--- src/rtl/ex_muldiv.sv ---
`default_nettype none
// ============================================================================
// Module   : ex_muldiv
// Brief    : Multi-cycle RV32M multiply/divide unit beside the EX ALU.
// Revision : 1.0 - initial release
// ============================================================================
module ex_muldiv #(
    parameter int XLEN    = 32,
    parameter int MUL_LAT = 2,
    parameter int REG_AW  = 5
) (
    input  logic              clk,
    input  logic              rst,
    input  logic              i_start,
    input  logic [2:0]        i_op,
    input  logic [XLEN-1:0]   i_rs1,
    input  logic [XLEN-1:0]   i_rs2,
    input  logic [REG_AW-1:0] i_wd,
    input  logic              i_wreg,
    input  logic              i_flush,
    output logic              o_stall_req,
    output logic              o_busy,
    output logic              o_done,
    output logic [XLEN-1:0]   o_result,
    output logic [REG_AW-1:0] o_wd,
    output logic              o_wreg
);

    localparam int CW = $clog2(XLEN) + 1;
    localparam int MW = $clog2(MUL_LAT + 1) + 1;

    localparam logic [1:0] c_IDLE = 2'd0;
    localparam logic [1:0] c_MUL  = 2'd1;
    localparam logic [1:0] c_DIV  = 2'd2;
    localparam logic [1:0] c_DONE = 2'd3;

    localparam logic [XLEN-1:0] c_MIN = {1'b1, {(XLEN-1){1'b0}}};

    logic [1:0]        r_state;
    logic [2:0]        r_op;
    logic [XLEN-1:0]   r_a;
    logic [XLEN-1:0]   r_b;
    logic [XLEN-1:0]   r_quo;
    logic [XLEN-1:0]   r_rem;
    logic [XLEN-1:0]   r_dvs;
    logic [CW-1:0]     r_cnt;
    logic [MW-1:0]     r_mcnt;
    logic              r_neg_q;
    logic              r_neg_r;
    logic [REG_AW-1:0] r_wd;
    logic              r_wreg;
    logic              r_done;
    logic [XLEN-1:0]   r_result;
    logic [REG_AW-1:0] r_wd_o;
    logic              r_wreg_o;

    logic              w_idle;
    logic              w_accept;
    logic              w_sgn;
    logic              w_zero;
    logic              w_ovf;
    logic              w_corner;
    logic [XLEN-1:0]   w_corner_res;
    logic [XLEN-1:0]   w_abs1;
    logic [XLEN-1:0]   w_abs2;

    logic [2:0]        w_mop;
    logic [XLEN-1:0]   w_src_a;
    logic [XLEN-1:0]   w_src_b;
    logic              w_sa;
    logic              w_sb;
    logic [2*XLEN-1:0] w_ma;
    logic [2*XLEN-1:0] w_mb;
    logic [2*XLEN-1:0] w_prod;
    logic [XLEN-1:0]   w_mul_res;

    logic [XLEN:0]     w_shift;
    logic [XLEN:0]     w_diff;
    logic              w_qbit;
    logic [XLEN-1:0]   w_rem_nx;
    logic [XLEN-1:0]   w_quo_nx;
    logic [XLEN-1:0]   w_div_res;

    logic [1:0]        w_state_nx;
    logic [XLEN-1:0]   w_res_nx;
    logic              w_done_nx;

    assign w_idle   = (r_state == c_IDLE);
    assign w_accept = w_idle & i_start & ~i_flush;

    // Corner cases are resolved straight from the ID/EX operands at accept.
    assign w_sgn        = ~i_op[0];
    assign w_zero       = (i_rs2 == '0);
    assign w_ovf        = w_sgn & (i_rs1 == c_MIN) & (i_rs2 == '1);
    assign w_corner     = i_op[2] & (w_zero | w_ovf);
    assign w_corner_res = w_zero ? (i_op[1] ? i_rs1 : '1)
                                 : (i_op[1] ? '0    : i_rs1);
    assign w_abs1 = (w_sgn & i_rs1[XLEN-1]) ? -i_rs1 : i_rs1;
    assign w_abs2 = (w_sgn & i_rs2[XLEN-1]) ? -i_rs2 : i_rs2;

    // With MUL_LAT=1 the product is taken directly from the inputs in IDLE.
    assign w_mop     = w_idle ? i_op  : r_op;
    assign w_src_a   = w_idle ? i_rs1 : r_a;
    assign w_src_b   = w_idle ? i_rs2 : r_b;
    assign w_sa      = (w_mop == 3'd1) | (w_mop == 3'd2);
    assign w_sb      = (w_mop == 3'd1);
    assign w_ma      = {{XLEN{w_sa & w_src_a[XLEN-1]}}, w_src_a};
    assign w_mb      = {{XLEN{w_sb & w_src_b[XLEN-1]}}, w_src_b};
    assign w_prod    = w_ma * w_mb;
    assign w_mul_res = (w_mop[1:0] == 2'd0) ? w_prod[XLEN-1:0] : w_prod[2*XLEN-1:XLEN];

    // One restoring step; the final step's result feeds the output register directly.
    assign w_shift   = {r_rem, r_quo[XLEN-1]};
    assign w_diff    = w_shift - {1'b0, r_dvs};
    assign w_qbit    = ~w_diff[XLEN];
    assign w_rem_nx  = w_qbit ? w_diff[XLEN-1:0] : w_shift[XLEN-1:0];
    assign w_quo_nx  = {r_quo[XLEN-2:0], w_qbit};
    assign w_div_res = r_op[1] ? (r_neg_r ? -w_rem_nx : w_rem_nx)
                               : (r_neg_q ? -w_quo_nx : w_quo_nx);

    always_comb begin
        w_state_nx = r_state;
        w_res_nx   = '0;
        case (r_state)
            c_IDLE: begin
                if (i_op[2]) begin
                    w_res_nx = w_corner_res;
                end else begin
                    w_res_nx = w_mul_res;
                end
                if (w_accept) begin
                    if (i_op[2]) begin
                        w_state_nx = w_corner ? c_DONE : c_DIV;
                    end else begin
                        w_state_nx = (MUL_LAT == 1) ? c_DONE : c_MUL;
                    end
                end
            end
            c_MUL: begin
                w_res_nx = w_mul_res;
                if (32'(r_mcnt) == 32'(MUL_LAT - 2)) begin
                    w_state_nx = c_DONE;
                end
            end
            c_DIV: begin
                w_res_nx = w_div_res;
                if (r_cnt == CW'(XLEN - 1)) begin
                    w_state_nx = c_DONE;
                end
            end
            default: w_state_nx = c_IDLE;
        endcase
        if (i_flush) begin
            w_state_nx = c_IDLE;
        end
    end

    assign w_done_nx = (w_state_nx == c_DONE);

    always_ff @(posedge clk) begin
        if (rst) begin
            r_state  <= c_IDLE;
            r_op     <= '0;
            r_a      <= '0;
            r_b      <= '0;
            r_quo    <= '0;
            r_rem    <= '0;
            r_dvs    <= '0;
            r_cnt    <= '0;
            r_mcnt   <= '0;
            r_neg_q  <= 1'b0;
            r_neg_r  <= 1'b0;
            r_wd     <= '0;
            r_wreg   <= 1'b0;
            r_done   <= 1'b0;
            r_result <= '0;
            r_wd_o   <= '0;
            r_wreg_o <= 1'b0;
        end else begin
            r_state  <= w_state_nx;
            r_done   <= w_done_nx;
            r_result <= w_done_nx ? w_res_nx : '0;
            r_wd_o   <= w_done_nx ? (w_idle ? i_wd : r_wd) : '0;
            r_wreg_o <= w_done_nx & (w_idle ? i_wreg : r_wreg);
            if (w_accept) begin
                r_op    <= i_op;
                r_a     <= i_rs1;
                r_b     <= i_rs2;
                r_wd    <= i_wd;
                r_wreg  <= i_wreg;
                r_quo   <= w_abs1;
                r_rem   <= '0;
                r_dvs   <= w_abs2;
                r_cnt   <= '0;
                r_mcnt  <= '0;
                r_neg_q <= w_sgn & (i_rs1[XLEN-1] ^ i_rs2[XLEN-1]);
                r_neg_r <= w_sgn & i_rs1[XLEN-1];
            end else if (r_state == c_DIV) begin
                r_quo <= w_quo_nx;
                r_rem <= w_rem_nx;
                r_cnt <= r_cnt + 1'b1;
            end else if (r_state == c_MUL) begin
                r_mcnt <= r_mcnt + 1'b1;
            end
        end
    end

    assign o_stall_req = (w_idle & i_start & ~i_flush) | (r_state == c_MUL) | (r_state == c_DIV);
    assign o_busy      = ~w_idle;
    assign o_done      = r_done;
    assign o_result    = r_result;
    assign o_wd        = r_wd_o;
    assign o_wreg      = r_wreg_o;

endmodule
`default_nettype wire

--- config.mk ---
export PLATFORM = sky130hd
export DESIGN_NAME = ex_muldiv
export DESIGN_NICKNAME = d
export VERILOG_FILES = /design/src/rtl/ex_muldiv.sv
export SDC_FILE = /design/constraint.sdc
export NUM_CORES = 2
export LEC_CHECK = 0
export ABC_AREA = 1
export BUFFER_PORTS_ARGS = -buffer_cell sky130_fd_sc_hd__buf_2
export CAP_MARGIN = 20
export CORE_ASPECT_RATIO = 0.8
export CORE_MARGIN = 4
export CORE_UTILIZATION = 60
export DETAILED_ROUTE_END_ITERATION = 12
export GPL_ROUTABILITY_DRIVEN = 0
export HOLD_SLACK_MARGIN = 0.05
export PLACE_DENSITY_LB_ADDON = 0.15
export SYNTH_ARGS = -nofsm -noshare
export SYNTH_HDL_FRONTEND = slang
export SYNTH_SLANG_ARGS = --single-unit
--- constraint.sdc ---
create_clock -name clk -period 20.4 [get_ports clk]
set_input_delay 2.04 -clock clk [delete_from_list [all_inputs] [get_ports clk]]
set_output_delay 2.04 -clock clk [all_outputs]
set_load 0.05 [all_outputs]
== Yosys cells after proc, flatten, opt, wreduce, memory -nomap -nowiden ==
Cells that the tools add are included.
Word-level totals
  flip-flop bits (word level): 221
  bits of input ports: 77
  output and inout bits: 41
  logic and storage cells: 89
Cells by class
  $add $sub $neg: 7
  $mul: 1
  equal/unequal tests: 8
  multiplexer cells: 26
  bitwise gates (word level): 22
  reductions and logical operators: 8
Operators with widths (count)
  $mux 32: 15
  $neg 32->32: 4
  $pmux 32 s3: 1
  $eq 32x32->1 const B: 2
  $mul 33x33->64: 1
  $sub 33x32->33: 1
  $logic_not 32->1: 1
  $and 1x1->1: 11
  $mux 2: 5
  $add 6x1->6 const B: 1
  $eq 6x5->1 const B: 1
  $not 1->1: 6
  $pmux 2 s3: 1
  $mux 5: 1
  $eq 2x2->1 const B: 2
  $logic_not 2->1: 2
  $or 1x1->1: 4
  $reduce_or 2->1: 2
  $add 3x1->3 const B: 1
  $eq 3x1->1 const B: 1
  $eq 3x2->1 const B: 1
  $logic_not 3->1: 1
  $mux 3: 1
  $eq 2x1->1 const B: 1
  4 further kinds: 5

== Longest topological paths before layout ==
  word-level depth: 13
  depth in mapped cells: 43
  mapped depth without buffers: 41

== Worst setup path before layout ==
OpenSTA, ideal clock, no wires.
  kind: in2reg
  from: input i_op[1]
  to: register r_result[23], in the netlist o_result[23]
  setup time: 0.132 ns
  data arrival time: 10.129 ns
  required time: 20.268 ns
  slack: 10.139 ns
  stages: 35
  buffers on the path: 2
  cell sequence: clkbuf_1 > inv_2 > nand2_1 > o21ai_0 > nand3_1 > nand2_1 > nand2_1 > clkbuf_1 > nor2_1 > fa_1 > inv_1 > fa_1 > inv_1 > fa_1 > inv_1 > fa_1 > inv_1 > fa_1 > fa_1 > fa_1 > inv_1 > fa_1 > inv_1 > ha_1 > a21oi_1 > inv_1 > a31oi_1 > o21ai_0 > a221oi_1 > nand2_1 > or2_2 > nand3_1 > o211ai_1 > nand2_1 > a21oi_1
On the way
  word-level cells in the longest chain between the ends: 8
  elaborated cells between the ends (all ways): 14
  classes of those cells: mul (1); eq/ne (2); mux (7); bitwise (3); reduce/logical (1)
Ends and longest elaborated chain
  from (decl): line 15  | input logic [2:0] i_op,
  $mux 3: line 102  | assign w_mop = w_idle ? i_op : r_op;
  $eq 3x1->1 / $eq 3x2->1 (equally long branches): line 105, 106
  $or 1x1->1: line 105  | assign w_sa = (w_mop == 3'd1) | (w_mop == 3'd2);
  $and 1x1->1: line 107  | assign w_ma = {{XLEN{w_sa & w_src_a[XLEN-1]}}, w_src_a};
  $mul 33x33->64: line 109  | assign w_prod = w_ma * w_mb;
  $mux 32: line 110  | assign w_mul_res = (w_mop[1:0] == 2'd0) ? w_prod[XLEN-1:0] : w_prod[2*XLEN-1:XLEN];
  $mux 32: line 126  | if (i_op[2]) begin
  $pmux 32 s3 *: line 124  | case (r_state)
  to (signal assigned): line 182  | r_result <= w_done_nx ? w_res_nx : '0;
  to (decl): line 53  | logic [XLEN-1:0] r_result;
Mark *: on every way between the ends. The rest lies on a longest branch, timed or not.
A chain may end at the register's enable or synchronous reset.

== Final worst setup path ==
  from: input i_op[2]
  to: register r_result[26], in the netlist o_result[26]
On the way
  word-level cells in the longest chain between the ends: 9
  elaborated cells between the ends (all ways): 19
  classes of those cells: mul (1); eq/ne (3); mux (9); bitwise (5); reduce/logical (1)
Ends and longest elaborated chain
  branches (longest 9 deep; another with $mul 33x33->64)
Several ways; the timed one is not identified.

==> flow_summary.ini <==
[outcome]
status = finished clean

[yosys]
ys_seq_area_share_pct = 8.05
synthDistinctLibCells = 70
syn_area_sq_mm = 0.0547
ys_seq_elements = 220
synth-edff-count = 0
avgSynthCellArea_sq_um = 7.47
ys_async_sr_fraction_pct = 0
postSynthCellCount = 7319
synth_top_flop_cell = dfxtp_1
syn_nets = 8774
ys_warn_count = 0

[drt]
vias = 50400
drt_wl_total_mm = 196
drt_iter0_drc = 6332
wire_per_inst_microns = 23.1
drc = 0
ant_nets = 0
routed_via_density = 5.95
firstDrtPassIters = 9

[sta]
whs_ns = 0.463
rsz0062_at_grt = no
setup_violations = 0
fin_skew_ns = 0.0171
relSlewSlack_pct = 22.4
drv_slew = 0
worstMarginPinSlew_ns = 1.16
layout_min_cycle_time_ns = 12.15
finalCritPeriodShare_pct = 59.6
fmax_mhz = 82.3
hold_violations = 0
tns_ns = 0
setup_ws_ns = 8.25

[setup_path]
required_ns = 20.82
crit_path_frequent_cell = inv_1
crit_family = adder cells
worstSetupStartpoint = i_op[2]
arrival_ns = 12.58
reg2reg_from = r_state[0]$_SDFF_PP0_
cpPeakStageDelay_ns = 0.78
path_max_fanout = 42
crit_buf_inv = 10
crit_end = o_result[26]$_SDFF_PP0_
crit_type = in -> reg
cpMaxStageDelayCell = fa_1
reg2reg_slack_ns = 8.85
regToRegEndpoint = o_result[26]$_SDFF_PP0_
cp.depth = 36
cp-end-kind = flop
start_kind = primary input
reg2regPathDepth = 36

[clocking]
cts_tree = done
cts_hold_buf = 0
cts_setup_buffers = 0
clk_latency_ns = 0.57
numCtsBuffers = 21
htree_levels = 1
clockBufferDepth = 3
cts_root_buf = clkbuf_16
path_clk_slew_ns = 0.08
cts_resized = 0
clock_sinks = 220

[worst_hold_path]
hold_class = reg -> reg
holdPathStages = 2

[placed_design]
hpwl_mm = 156
place_ws_ns = 7.89
port_buffers = 117
place_inst = 8418

[grt]
grt_antenna_before_repair = 9
overflow = 0
grt_max_degree = 78
track_usage_pct = 40.7
first_global_vias = 49700
grtUsageMet2_pct = 56.3
grt.busiest_layer = met1
met3_usage_pct = 17.4
grtUsageMet1_pct = 56.5
grt_first_pass_wirelength_mm = 299

[floorplan]
ios = 118
die_h_microns = 278
floorplan.initialDensity_pct = 60.9
design.core.area_sq_mm = 0.0899
die_w_microns = 346
rows = 98
dieArea_sq_mm = 0.0961

[final_layout]
layout.cells.non_filler = 8465
fin_nets = 8698
final_cell_mix = 1698 x inv_1, 1551 x nand2_1, 1126 x fa_1
drive_above_1_share_pct = 5.68
final_common_cell = inv_1
synthToLayoutAreaGrowth_pct = 4.84

[run]
cap_violations = 0
==> worst min-delay path by stage <==
stage / to / slack (ns) / startpoint
2_1_floorplan: r_a[4]$_SDFFE_PP0P_ / 0.42 / r_a[4]$_SDFFE_PP0P_
3_3_place_gp: r_a[4]$_SDFFE_PP0P_ / 0.44 / r_a[4]$_SDFFE_PP0P_
3_5_place_dp: r_a[4]$_SDFFE_PP0P_ / 0.44 / r_a[4]$_SDFFE_PP0P_
4_1_cts: r_a[4]$_SDFFE_PP0P_ / 0.46 / r_a[4]$_SDFFE_PP0P_
5_1_grt: r_a[30]$_SDFFE_PP0P_ / 0.49 / r_a[30]$_SDFFE_PP0P_
6_report: r_a[4]$_SDFFE_PP0P_ / 0.46 / r_a[4]$_SDFFE_PP0P_
==> flip-flops by register name, indices dropped and copies added, names as in the netlist, 2 cells and up <==
register  count
r_quo        32
r_mcnt        3
r_rem        32
o_wd          5
r_wd          5
r_state       2
r_cnt         6
r_dvs        31
o_result     32
r_op          3
r_a          32
r_b          32
==> layer usage <==
metal	wire length, microns	vias to the layer above
met1	75400	24500
met3	32900	604
li1	-	21700
met2	77600	3612
met4	9690	8
met5	54	-
==> kinds of logic (layout without fill, tap and decap cells) <==
logic type / count (synthesis) / count (layout) / synth area share, %
AND/OR/NAND/NOR: 2736 / 2736 / 20.6
buffers and inverters: 2049 / 1988 / 14.2
adder cells (fa/ha/maj): 1394 / 1394 / 47.3
AO/OA/AOI/OAI: 867 / 867 / 9.08
flip-flops: 220 / 220 / 8.05
XOR/XNOR: 53 / 53 / 0.849
other: 0 / 7 / 0
==> synth_stat cells, types with 20 or more instances <==
cell | count | area share (%)
a211oi_1 | 24 | 0.33
inv_1 | 1700 | 12
xnor2_1 | 26 | 0.42
a21oi_1 | 334 | 3.1
nand3_1 | 221 | 2.0
or2_2 | 21 | 0.24
nor2_1 | 729 | 5.0
fa_1 | 1126 | 41
ha_1 | 252 | 5.8
nand2_2 | 20 | 0.23
xor2_1 | 27 | 0.43
o21ai_0 | 264 | 2.4
o211ai_1 | 47 | 0.64
dfxtp_1 | 220 | 8.1
nand2_1 | 1551 | 11
o221ai_1 | 21 | 0.34
nand4_1 | 38 | 0.43
clkbuf_1 | 287 | 2.0
nor3_1 | 63 | 0.58
nand3b_1 | 23 | 0.32
clkinv_1 | 21 | 0.14
a31oi_1 | 61 | 0.70
nor4_1 | 20 | 0.23
==> area by class of cell <==
cell class                 count  area (sq um)
clock inverter                15           175
fill                        8026         32500
antenna                        7          17.5
timing repair buffer         218          1380
sequential                   220          4400
clock buffer                  23           533
tap                         1200          1500
inverter                    1732          6510
multi-input combinational   5050         42800
==> tightest hold or removal path: cells and delay by family (launching register included) <==
kind	cells	cell delay, ns
simple gates	1	0.05
compound gates	1	0.06
flops	1	0.33
==> stage by stage <==
step,utilization [%],cell area (sq um)
finish,63.8,57400
global route,63.8,57300
CTS,63.7,57300
detailed placement,63.0,56600
global placement,62.9,56600
floorplan,-,54700
Power is left out: the tool's default activity adds up to more than one toggle a clock period on the data nets, which glitch-free logic cannot reach.
